File: src/rtl/inst_mem_loader.sv
// Program loader for the CPU instruction memory: assembles a byte stream
// (MSB byte first) into 32-bit words, writes them to consecutive word
// addresses starting at BASE_ADDR, and holds the CPU in reset until done.
module inst_mem_loader #(
    parameter int ADDR_W    = 8,
    parameter int BASE_ADDR = 0
) (
    input  logic              clk,
    input  logic              rst,
    input  logic              start,
    input  logic [ADDR_W:0]   load_len,
    input  logic              byte_valid,
    input  logic [7:0]        byte_data,
    output logic              byte_ready,
    output logic              mem_we,
    output logic [ADDR_W-1:0] mem_addr,
    output logic [31:0]       mem_wdata,
    output logic              cpu_hold,
    output logic              busy,
    output logic              done,
    output logic              err
);

    localparam int LEN_W = ADDR_W + 1;
    localparam logic [ADDR_W:0]   MAX_LEN   = LEN_W'((1 << ADDR_W) - BASE_ADDR);
    localparam logic [ADDR_W-1:0] BASE_WORD = ADDR_W'(BASE_ADDR);

    typedef enum logic [1:0] {
        IDLE = 2'd0,
        LOAD = 2'd1,
        DONE = 2'd2
    } state_e;

    state_e              state_q, state_d;
    logic [ADDR_W:0]     len_q, len_d;
    logic [ADDR_W:0]     word_cnt_q, word_cnt_d;
    logic [1:0]          byte_cnt_q, byte_cnt_d;
    logic [23:0]         asm_q, asm_d;
    logic [31:0]         wdata_q, wdata_d;
    logic                we_q, we_d;
    logic [ADDR_W-1:0]   addr_q, addr_d;
    logic                err_q, err_d;
    logic                accept;

    // Bytes are accepted in LOAD until every word of the image has been
    // assembled; ready therefore drops on the edge taking the final byte.
    assign byte_ready = (state_q == LOAD) && (word_cnt_q != len_q);
    assign accept     = byte_valid && byte_ready;

    assign mem_we     = we_q;
    assign mem_addr   = addr_q;
    assign mem_wdata  = wdata_q;
    assign busy       = (state_q == LOAD);
    assign done       = (state_q == DONE);
    assign cpu_hold   = (state_q != DONE);
    assign err        = err_q;

    // State and datapath registers with asynchronous reset.
    always_ff @(posedge clk or posedge rst) begin
        if (rst) begin
            state_q    <= IDLE;
            len_q      <= '0;
            word_cnt_q <= '0;
            byte_cnt_q <= '0;
            asm_q      <= '0;
            wdata_q    <= '0;
            we_q       <= 1'b0;
            addr_q     <= BASE_WORD;
            err_q      <= 1'b0;
        end else begin
            state_q    <= state_d;
            len_q      <= len_d;
            word_cnt_q <= word_cnt_d;
            byte_cnt_q <= byte_cnt_d;
            asm_q      <= asm_d;
            wdata_q    <= wdata_d;
            we_q       <= we_d;
            addr_q     <= addr_d;
            err_q      <= err_d;
        end
    end

    // Next-state logic: start arbitration, byte assembly and word write.
    always_comb begin
        state_d    = state_q;
        len_d      = len_q;
        word_cnt_d = word_cnt_q;
        byte_cnt_d = byte_cnt_q;
        asm_d      = asm_q;
        wdata_d    = wdata_q;
        we_d       = 1'b0;
        addr_d     = addr_q;
        err_d      = err_q;

        case (state_q)
            IDLE, DONE: begin
                if (start) begin
                    len_d      = load_len;
                    err_d      = 1'b0;
                    byte_cnt_d = '0;
                    word_cnt_d = '0;
                    addr_d     = BASE_WORD;
                    if (load_len == '0) begin
                        state_d = DONE;
                    end else if (load_len > MAX_LEN) begin
                        err_d   = 1'b1;
                        state_d = DONE;
                    end else begin
                        state_d = LOAD;
                    end
                end
            end
            LOAD: begin
                if (accept) begin
                    byte_cnt_d = byte_cnt_q + 2'd1;
                    if (byte_cnt_q == 2'd3) begin
                        wdata_d    = {asm_q, byte_data};
                        we_d       = 1'b1;
                        word_cnt_d = word_cnt_q + 1'b1;
                    end else begin
                        asm_d = {asm_q[15:0], byte_data};
                    end
                end
                // The address advances after each write except the last, so it
                // never leaves the legal range even for a full-depth image.
                if (we_q) begin
                    if (word_cnt_q == len_q) begin
                        state_d = DONE;
                    end else begin
                        addr_d = addr_q + 1'b1;
                    end
                end
            end
            default: state_d = IDLE;
        endcase
    end

endmodule
File: config.mk
export PLATFORM = sky130hd
export DESIGN_NAME = inst_mem_loader
export DESIGN_NICKNAME = d
export VERILOG_FILES = /design/src/rtl/inst_mem_loader.sv
export SDC_FILE = /design/constraint.sdc
export NUM_CORES = 1
export LEC_CHECK = 0
export ABC_AREA = 1
export BUFFER_PORTS_ARGS = -buffer_cell sky130_fd_sc_hd__buf_2
export CAP_MARGIN = 5
export CORE_UTILIZATION = 50
export CTS_CLUSTER_DIAMETER = 40
export DETAILED_ROUTE_END_ITERATION = 7
export PLACE_DENSITY = 0.75
export SLEW_MARGIN = 20
export SYNTH_ARGS = -nofsm -noshare
export SYNTH_HDL_FRONTEND = slang
export SYNTH_SLANG_ARGS = --single-unit
File: constraint.sdc
create_clock -name clk -period 3.45 [get_ports clk]
set_input_delay 0.69 -clock clk [delete_from_list [all_inputs] [get_ports clk]]
set_output_delay 0.69 -clock clk [all_outputs]
set_load 0.05 [all_outputs]
After elaboration in Yosys (flattened, before gate mapping)

Cells that the tools add are included.

Word-level logic and storage cells: 61
Flip-flop bits (word level): 88
Input port bits: 21

Bitwise operators: 1
Eq/ne operators: 12
Magnitude comparators: 1
Add/subtract/negate cells: 3
Reduce and logical (&&, ||, !) cells: 13
Muxes and demuxes: 22

Operators by type and width:

| kind                                                                  | count |
|---|---|
| 9-bit 2-to-1 mux                                                      | 3 |
| 8-bit 2-to-1 mux                                                      | 3 |
| 9-bit case mux with 2 select lines                                    | 1 |
| 8-bit case mux with 2 select lines                                    | 1 |
| 2-bit 2-to-1 mux                                                      | 7 |
| 3-bit AND reduction                                                   | 4 |
| 9-bit by 1-bit adder with 9-bit output, second input constant         | 1 |
| 9-bit equality test                                                   | 1 |
| 9-bit > comparator, second input constant                             | 1 |
| 9-bit zero test                                                       | 1 |
| 9-bit != test                                                         | 1 |
| 8-bit by 1-bit adder with 8-bit output, second input constant         | 1 |
| 2-bit by 1-bit != test with 1-bit output, second input constant       | 4 |
| 2-bit case mux with 2 select lines                                    | 2 |
| 4-bit AND reduction                                                   | 2 |
| 2-bit != test, second input constant                                  | 3 |
| 1-bit 2-to-1 mux                                                      | 5 |
| 2-bit equality test, second input constant                            | 2 |
| 2-bit by 1-bit adder with 2-bit output, second input constant         | 1 |
| 2-bit by 1-bit equality test with 1-bit output, second input constant | 1 |
| 1-bit logical AND                                                     | 2 |
| 2-bit zero test                                                       | 1 |
| 2-bit AND reduction                                                   | 1 |
| 2-bit nonzero test                                                    | 1 |
| 2 further kinds                                                       | 2 |

Logic depth before layout (Yosys ltp)

Gate-level depths: netlist of run 1.

Word-level depth: 5
Depth in mapped cells: 11

Worst setup path after synthesis of run 1

Ideal clock, no wire load.

Path kind: flip-flop to output port
From: register state_q[0]
To: output cpu_hold
Slack: 1.185 ns
Path buffers: 0
Cell stages (with the launch flop): 3
Arrival time: 1.575 ns
Path through: dfrtp_1 -> nor2_1 -> inv_1

Longest elaborated chain between the ends: 1

Ends and longest elaborated chain:

| element                | line | source |
|---|---|---|
| start, declared        | 34   | `state_e state_q, state_d;` |
| start signal, assigned | 71   | `state_q <= state_d;` |
| 2-bit != test          | 55   | `assign cpu_hold = (state_q != DONE);` |
| end, declared          | 18   | `output logic cpu_hold,` |

Every way passes these cells.

Worst setup path after layout of run 1

From: register state_q[0]
To: output byte_ready

Longest elaborated chain between the ends: 2

Ends and longest elaborated chain:

| element                                        | line | source |
|---|---|---|
| 2-bit by 1-bit equality test with 1-bit output | 47   | `assign byte_ready = (state_q == LOAD) && (word_cnt_q != len_q);` |
| 1-bit logical AND                              | 47   |  |
| end, declared                                  | 14   | `output logic byte_ready,` |

Every way passes these cells.

==> impl_metrics.tcl, run 1 <==
set metrics [dict create \
    outcome "finished clean" \
    cap_viol_max_count 0 \
    crit_path_max_fanout 14 \
    clock_sinks 88 \
    grt_pass1_vias 3245 \
    rsz0062_at_grt "false" \
    cellPowerDensity_nw_per_um2 907 \
    dp_cells 644 \
    core_um2 7810 \
    viasPerCell 5.08 \
    drt_pass1_iterations 4 \
    cts.clk_slew.worst_paths_ns 0.09 \
    rr_worst_depth 10 \
    crit_path_end_kind "primary output" \
    synthesis.area_um2 4070 \
    synth-seq-cells 88 \
    grt_use_total 0.227 \
    io_pins 67 \
    cp-start-kind "flip-flop" \
    tritoncts "yes" \
    required_ns 2.76 \
    hpwl_um 6080 \
    yosys.area.top_type "dfrtp_1" \
    clk_latency_ns 0.35 \
    ys_async_sr_fraction 1.00 \
    start_util 0.521 \
    hold_buffers 0 \
    synth_top_area_frac 0.541 \
    die_area_um2 8500 \
    drive_above_1_share 0.185 \
    postCtsResizedCells 0 \
    ant_nets 0 \
    yosysSeqAreaShare 0.541 \
    synth_area_leaders "dfrtp_1 54%, nand2_1 19%, nand3_1 8.9%" \
    cts_setup_buffers 0 \
    synth_fp_nets 517 \
    synthesis.instances 492 \
    cts.path.max_buffers 2 \
    routed_wl_um 8810 \
    grt_pass1_wl_um 15200 \
    timing.setup.tns_ns 0 \
    critPathKind "flip-flop to primary output" \
    antenna_found_initial 0 \
    grt_max_degree 89 \
    crit_chain "inv_2, nor2_1, buf_4, inv_2, nor2_4, buf_2" \
    die_x_um 92.2 \
    ys.warnings.count 0 \
    final_core_util 0.599 \
    peakVddDrop_uv 477 \
    grt_overflow 0 \
    die_y_um 92.2 \
    cp_slowest_cell "dfrtp_1" \
    setup_viol 0 \
    avgSynthCellArea_um2 8.27 \
    n_antenna_cell 0 \
    hold_slack_ns 0.425 \
    port_buffers 66 \
    numCtsBuffers 9 \
    path_buf_inv 4 \
    power.leakage_nw 2.59 \
    fp-row-count 32 \
    synth_edf_count 0 \
    fin_cells 660 \
    cpPeakStageDelay_ns 0.44 \
    cp_top_family "buffers and inverters" \
    fin_nets 578 \
    tightestPinTransition_ns 0.930 \
    wl_per_cell_um 13.3 \
    drcViolationCount 0 \
    synth_cell_types 31 \
    drt-initial-drc-count 190 \
    root_buffer "clkbuf_8" \
    period_share 0.723 \
    fmax_mhz 401 \
    slew_viol_final 0 \
    area_growth_syn_to_layout_pct 14.9 \
    finClkSkew_ns 0.00702 \
    rrSetupSlack_ns 1.21 \
    min_period_ns 2.49 \
    cp.arrival_ns 1.80 \
    r2r-start "word_cnt_q[5]" \
    ys.flop_type "dfrtp_1" \
    cp_common_cell "inv_2" \
    power_w 0.00424 \
    htree_levels 3 \
    gp_congestion 0.817 \
    r2r_end "word_cnt_q[4]" \
    slew_headroom 0.378 \
    finalHoldViolCount 0 \
    min_path_type "input pin to asynchronous set/reset pin" \
    vias 3350 \
]
state kept, by name, indices dropped and copies added, names as in the netlist:
signal / count
asm_q: 24
byte_cnt_q: 2
err: 1
len_q: 9
mem_addr: 8
mem_wdata: 32
mem_we: 1
state_q: 2
word_cnt_q: 9
placed cells by master, fill, tap and decap left out:
cell type / synthesis / routed
a21oi_1: 4 / 4
a31oi_1: 1 / 1
buf_12: 0 / 1
buf_2: 6 / 66
buf_4: 4 / 6
bufinv_16: 0 / 2
clkbuf_1: 5 / 1
clkbuf_8: 0 / 11
clkinv_1: 1 / 1
clkinv_2: 0 / 1
clkinv_4: 0 / 1
clkinvlp_4: 0 / 1
dfrtp_1: 88 / 88
ha_1: 4 / 4
inv_1: 23 / 22
inv_2: 4 / 4
nand2_1: 202 / 202
nand2_2: 1 / 1
nand3_1: 72 / 72
nand3_2: 3 / 3
nand3b_1: 1 / 1
nand4_1: 2 / 2
nor2_1: 24 / 24
nor2_2: 1 / 1
nor2_4: 2 / 2
nor3_1: 5 / 5
nor3_4: 0 / 1
nor4_1: 4 / 4
o21ai_0: 13 / 13
o21ai_1: 1 / 1
o21ai_4: 1 / 1
o21bai_1: 2 / 2
or2_2: 1 / 1
xnor2_1: 4 / 4
xor2_1: 4 / 4
layout make-up:
cell class | instances | area, um^2
Clock inverter | 4 | 76.3
Sequential cell | 88 | 2200
Timing Repair Buffer | 73 | 395
Clock buffer | 12 | 155
Tap cell | 102 | 128
Inverter | 28 | 106
Fill cell | 738 | 3130
Multi-Input combinational cell | 353 | 1610
how the worst max path moves through the flow:
stage | slack [ns] | from | endpoint | cells after the start
2_1_floorplan | 0.48 | rst | asm_q[0] | 1
3_3_place_gp | 1.25 | byte_valid | word_cnt_q[1] | 6
3_5_place_dp | 1.21 | byte_valid | word_cnt_q[4] | 6
4_1_cts | 0.94 | state_q[0] | byte_ready | 6
5_1_grt | 0.81 | state_q[0] | byte_ready | 6
6_report | 0.96 | state_q[0] | byte_ready | 6
cell families after synthesis:
kind of cell	after synthesis	synth area share
simple gates	319	0.334
flops	88	0.541
buf+inv	51	0.0637
compound gates	22	0.0314
xor+xnor	8	0.0172
fa+ha+maj	4	0.0123
synth_stat cells (2+ instances only):
cell,n
dfrtp_1,88
inv_1,23
clkbuf_1,5
ha_1,4
inv_2,4
xnor2_1,4
buf_4,4
nor3_1,5
nand2_1,202
nand3_1,72
xor2_1,4
a21oi_1,4
buf_1,2
buf_2,6
nand3_2,3
buf_6,6
nand4_1,2
nor4_1,4
o21ai_0,13
o21bai_1,2
nor2_1,24
nor2_4,2
tightest hold or removal path, delay by kind of cell:
kind / cells / cell delay [ns]
buf+inv: 3 / 0.51
stage by stage:
stage               setup WS (ns)  area (um^2)
finish                      0.957         4680
global route                0.806         4680
CTS                         0.945         4680
detailed placement           1.21         4450
global placement             1.25         4450
floorplan                   0.481         4070
power breakdown:
group	leakage [nW]	internal [W]	switching (W)	total [W]
registers	1.17	0.00138	0.000253	0.00164
logic	1.31	0.000455	0.00135	0.00180
clock network	0.113	0.000449	0.000355	0.000804
total	2.59	0.00229	0.00195	0.00424
routing by layer:
| metal | global-route usage | up-vias | share of wire |
|---|---|---|---|
| li1 | - | 1683 | - |
| met1 | 0.292 | 1594 | 0.45 |
| met2 | 0.382 | 64 | 0.50 |
| met3 | 0.0489 | 9 | 0.038 |
| met4 | 0.0716 | 0 | 0.012 |
| met5 | 0 | - | 0 |
Note: power is estimated with default switching activity, not from simulation.
==> inputs of run 2 (changes only) <==
Settings changed: ABC_AREA 1 to 0, PLACE_DENSITY 0.75 to 0.76.
Clock period 3.45 ns to 2.43 ns, I/O delays scaled along.
==> run 2 against run 1 <==
Compared with the run above:
- sequential power increased by 43%
- utilization up 0.85 points
- clock skew rose by 0.0017 ns
- critical endpoint unchanged
- critical path type unchanged
==> impl_metrics.tcl, run 2 <==
set metrics [dict create \
    outcome "finished clean" \
    fmax_mhz 445 \
    rrSetupSlack_ns 0.38 \
    antenna_found_initial 0 \
    die_x_um 88.6 \
    grt_use_total 0.189 \
    synth_area_leaders "dfrtp_1 59%, mux2_2 13%, nand2_1 5.6%" \
    final_common_cell "dfrtp_1" \
    synth_most_common_cell "dfrtp_1" \
    tightestPinTransition_ns 0.625 \
    hold_slack_ns 0.245 \
    ys.warnings.count 0 \
    cp-start-kind "flip-flop" \
    yosys.area.top_type "dfrtp_1" \
    ant_nets 0 \
    tritoncts "yes" \
    rr_worst_depth 7 \
    fp-row-count 31 \
    grt_pass1_vias 2362 \
    die_area_um2 7840 \
    synthTopCellsByCount "88 x dfrtp_1, 56 x nand2_1, 42 x mux2_2" \
    synthesis.area_um2 3750 \
    grt_util_met1 0.251 \
    power_w 0.00538 \
    postCtsResizedCells 0 \
    min_period_ns 2.25 \
    vias 2419 \
    yosysSeqAreaShare 0.588 \
    final_cell_mix "88 x dfrtp_1, 66 x buf_2, 56 x nand2_1, 42 x mux2_2, 10 x clkbuf_8" \
    root_buffer "clkbuf_8" \
    routed_wl_um 6590 \
    r2r-start "word_cnt_q[1]" \
    drive_above_1_share 0.400 \
    crit_path_max_fanout 4 \
    min_path_type "input pin to asynchronous set/reset pin" \
    timing.setup.tns_ns 0 \
    hpwl_um 4460 \
    drt-initial-drc-count 130 \
    peakVddDrop_uv 808 \
    ys.flop_type "dfrtp_1" \
    drcViolationCount 0 \
    rsz0062_at_grt "false" \
    synth_top_area_frac 0.588 \
    grt_overflow 0 \
    avgSynthCellArea_um2 12.8 \
    grt_use_met2 0.292 \
    fillCellCount 622 \
    cap_viol_max_count 0 \
    n_antenna_cell 0 \
    cts_setup_buffers 0 \
    synth_edf_count 0 \
    synth-seq-cells 88 \
    use_met3 0.0644 \
    required_ns 1.94 \
    start_util 0.517 \
    grt_max_degree 89 \
    finClkSkew_ns 0.00876 \
    final_core_util 0.608 \
    clock_sinks 88 \
    core_um2 7250 \
    port_buffers 66 \
    setup_viol 0 \
    area_growth_syn_to_layout_pct 17.6 \
    power.leakage_nw 2.29 \
    gp_congestion 0.760 \
    synth_cell_types 39 \
    cellPowerDensity_nw_per_um2 1220 \
    cts.path.max_buffers 2 \
    wl_per_cell_um 14.1 \
    io_pins 67 \
    cp.arrival_ns 1.76 \
    numCtsBuffers 9 \
    slew_headroom 0.583 \
    viasPerCell 5.16 \
    r2r_end "mem_wdata[28]" \
    critPathKind "flip-flop to primary output" \
    drt_pass1_iterations 4 \
    die_y_um 88.6 \
    slew_viol_final 0 \
    cts.clk_slew.worst_paths_ns 0.09 \
    fin_nets 390 \
    finalHoldViolCount 0 \
    period_share 0.924 \
    hold_buffers 0 \
    ys_async_sr_fraction 1.00 \
    htree_levels 3 \
    crit_path_end_kind "primary output" \
    synthesis.instances 292 \
    grt-busiest-layer "met2" \
    largest_reg_flops 32 \
    synth_fp_nets 317 \
    clk_latency_ns 0.36 \
    grt_pass1_wl_um 11000 \
]
[run 2: cell types whose count changed after synthesis, moves of 5 or more]
| cell | change |
|---|---|
| mux2_4 | +9 |
| nor2_1 | -20 |
| mux2_2 | +42 |
| o21ai_0 | -9 |
| mux2_1 | +5 |
| xor2_1 | +5 |
| nand2_1 | -146 |
| inv_1 | -20 |
| nand3_1 | -67 |
| buf_2 | -5 |
| mux2i_1 | +9 |
[run 2: how the worst max path moves through the flow]
stage / to / slack, ns / depth (start not counted) / start
global placement: mem_wdata[0] / 0.47 / 7 / word_cnt_q[1]
CTS: byte_ready / 0.11 / 4 / word_cnt_q[0]
finish: byte_ready / 0.18 / 4 / word_cnt_q[1]
global route: byte_ready / 0.07 / 4 / word_cnt_q[2]
floorplan: word_cnt_q[2] / 0.27 / 5 / word_cnt_q[7]
detailed placement: mem_wdata[0] / 0.44 / 7 / word_cnt_q[2]
[run 2: kinds of logic after synthesis]
family                   synth area share
flip-flops                          0.588
AO/OA/AOI/OAI                      0.0367
buffers and inverters              0.0254
AND/OR/NAND/NOR                     0.115
multiplexers                        0.201
XOR/XNOR                           0.0210
adder cells (fa/ha/maj)            0.0134
[run 2: final cells by class]
type,instances,area (um^2),area share
flip-flops and latches,88,2200,0.500
well taps,99,124,0.0281
inverters,5,22.5,0.00511
clock inverters,5,40.0,0.00909
repair buffers,73,420,0.0954
multi-input cells,188,1460,0.330
clock buffers,11,141,0.0321
[run 2: routing by layer]
metal,up-vias,routed length [um]
li1,1168,-
met1,1185,3100
met2,57,3080
met3,9,315
met4,0,93
met5,-,0
[run 2: metrics by stage]
step / cells / setup WS, ns / cell area (um^2)
finish: 469 / 0.184 / 4410
global route: 469 / 0.0666 / 4410
CTS: 469 / 0.114 / 4400
detailed placement: 453 / 0.443 / 4220
global placement: 453 / 0.465 / 4220
floorplan: 292 / 0.275 / 3750
[run 2: power by group]
part,internal (W),switching (W)
Sequential,0.00199,0.000346
Clock,0.000407,0.000525
Combinational,0.000742,0.00137
Total,0.00314,0.00224
[run 2: critical path, stage by stage, from the launching register on]
cell and delay (ns):
dfrtp_1 0.42, xor2_1 0.16, nor4_2 0.37, a31oi_2 0.20, buf_2 0.26
==> inputs of run 3 (changes only) <==
Settings changed: CORE_UTILIZATION 50 to 45, PLACE_DENSITY 0.76 to 0.7.
==> run 3 against run 2 <==
Compared with the run above:
- worst hold slack lost 0.0097 ns
- worst setup slack worse by 0.065 ns
- non-clock buffer count up 5
- final cell count increased by 1.5%
- critical path type unchanged
- largest power group unchanged
==> impl_metrics.tcl, run 3 (synthesis gave the netlist of run 2 again) <==
set metrics [dict create \
    outcome "finished clean" \
    n_antenna_cell 0 \
    io_pins 67 \
    viasPerCell 5.21 \
    finalHoldViolCount 0 \
    wl_per_cell_um 15.1 \
    swShare 0.412 \
    drt_pass1_iterations 4 \
    tritoncts "yes" \
    timing.setup.tns_ns 0 \
    p_clk_frac 0.181 \
    gp_congestion 0.850 \
    final_common_cell "dfrtp_1" \
    cellPowerDensity_nw_per_um2 1230 \
    area_growth_syn_to_layout_pct 19.0 \
    start_util 0.475 \
    vias 2478 \
    fin_cells 476 \
    internal_power_w 0.00323 \
    crit_path_end_kind "primary output" \
    combPwrFrac 0.393 \
    antenna_found_initial 0 \
    ant_nets 0 \
    core_um2 7890 \
    port_buffers 66 \
    grt_use_total 0.184 \
    cap_viol_max_count 0 \
    power.switching_w 0.00226 \
    required_ns 1.94 \
    hpwl_um 4980 \
    die_area_um2 8700 \
    die_x_um 93.3 \
    period_share 0.951 \
    dp_cells 459 \
    root_buffer "clkbuf_8" \
    rrSetupSlack_ns 0.14 \
    tightestPinTransition_ns 0.680 \
    slew_headroom 0.547 \
    power.leakage_nw 2.33 \
    final_cell_mix "88 x dfrtp_1, 66 x buf_2, 56 x nand2_1, 42 x mux2_2" \
    clk_latency_ns 0.35 \
    numCtsBuffers 9 \
    largest_reg_flops 32 \
    hold_buffers 0 \
    cts.clk_slew.worst_paths_ns 0.09 \
    cp.arrival_ns 1.82 \
    htree_levels 3 \
    grt_max_degree 57 \
    grt_overflow 0 \
    setup_viol 0 \
    min_period_ns 2.31 \
    final_core_util 0.565 \
    power_frac_seq 0.426 \
    drcViolationCount 0 \
    fp-row-count 32 \
    hold_slack_ns 0.236 \
    fin_area_um2 4460 \
    rsz0062_at_grt "false" \
    routed_wl_um 7170 \
    slew_viol_final 0 \
    fmax_mhz 433 \
    min_path_type "input pin to asynchronous set/reset pin" \
    grt_pass1_vias 2529 \
    clock_sinks 88 \
    place_area_um2 4250 \
    cts.path.max_buffers 2 \
    cp-start-kind "flip-flop" \
    grt_pass1_wl_um 12300 \
    crit_path_max_fanout 6 \
    fin_nets 395 \
    drive_above_1_share 0.409 \
    peakVddDrop_uv 767 \
    critPathKind "flip-flop to primary output" \
    die_y_um 93.3 \
    finClkSkew_ns 0.0100 \
    drt-initial-drc-count 83 \
]
==> run 3: changes by cell type in the layout (fill, tap and decap cells not counted) <==
cell | before | now
bufinv_16 | 0 | 1
clkinv_4 | 0 | 1
clkbuf_1 | 1 | 0
buf_4 | 4 | 9
clkbuf_8 | 10 | 9
clkinvlp_4 | 4 | 2
clkinv_2 | 0 | 1
==> run 3: layout make-up <==
type	instances	area [um^2]
clock buffer	9	124
clock inverter	6	68.8
fill	691	3430
inverter	5	22.5
multi-input combinational	188	1460
sequential	88	2200
tap	102	128
timing repair buffer	78	458
==> run 3: power by group through the flow <==
stage,clock network [W],registers [W],logic [W]
6_report,0.000993,0.00235,0.00216
3_3_place_gp,0,0.00235,0.00209
4_1_cts,0.00104,0.00235,0.00214
2_1_floorplan,0,0.00300,0.000963
5_1_grt,0.00110,0.00242,0.00230
3_5_place_dp,0,0.00237,0.00214
==> run 3: final timing paths <==
kind                          startpoint             to  cells after the start
min                                  rst    mem_addr[5]                      3
max                        word_cnt_q[6]     byte_ready                      4
min in group clk             load_len[3]       len_q[3]                      3
max reg2reg                word_cnt_q[6]  mem_wdata[26]                      8
max in group asynchronous            rst  mem_wdata[10]                      3
min reg2reg                  mem_addr[7]    mem_addr[7]                      1
==> run 3: layer usage <==
metal	share of wire	vias up	GRT usage
met2	0.48	73	0.294
met3	0.065	4	0.0699
li1	-	1172	-
met4	0.0066	0	0.0346
met1	0.45	1229	0.241
met5	0	-	0
==> run 3: timing repair <==
item / 4_1_cts / 5_1_grt
setup endpoints to repair: 0 / 1
buffers inserted: 0 / 2
gates resized for setup: 0 / 1
==> run 3: per-stage QoR <==
stage	total power, W	setup WS, ns
floorplan	0.00396	0.275
detailed placement	0.00451	0.356
global placement	0.00444	0.406
finish	0.00550	0.120
CTS	0.00553	0.104
global route	0.00583	0.0105
==> run 3: critical path: stages (launching register included) <==
cell,delay [ns]
dfrtp_1,0.46
xor2_1,0.18
nor4_2,0.38
a31oi_2,0.20
buf_2,0.26
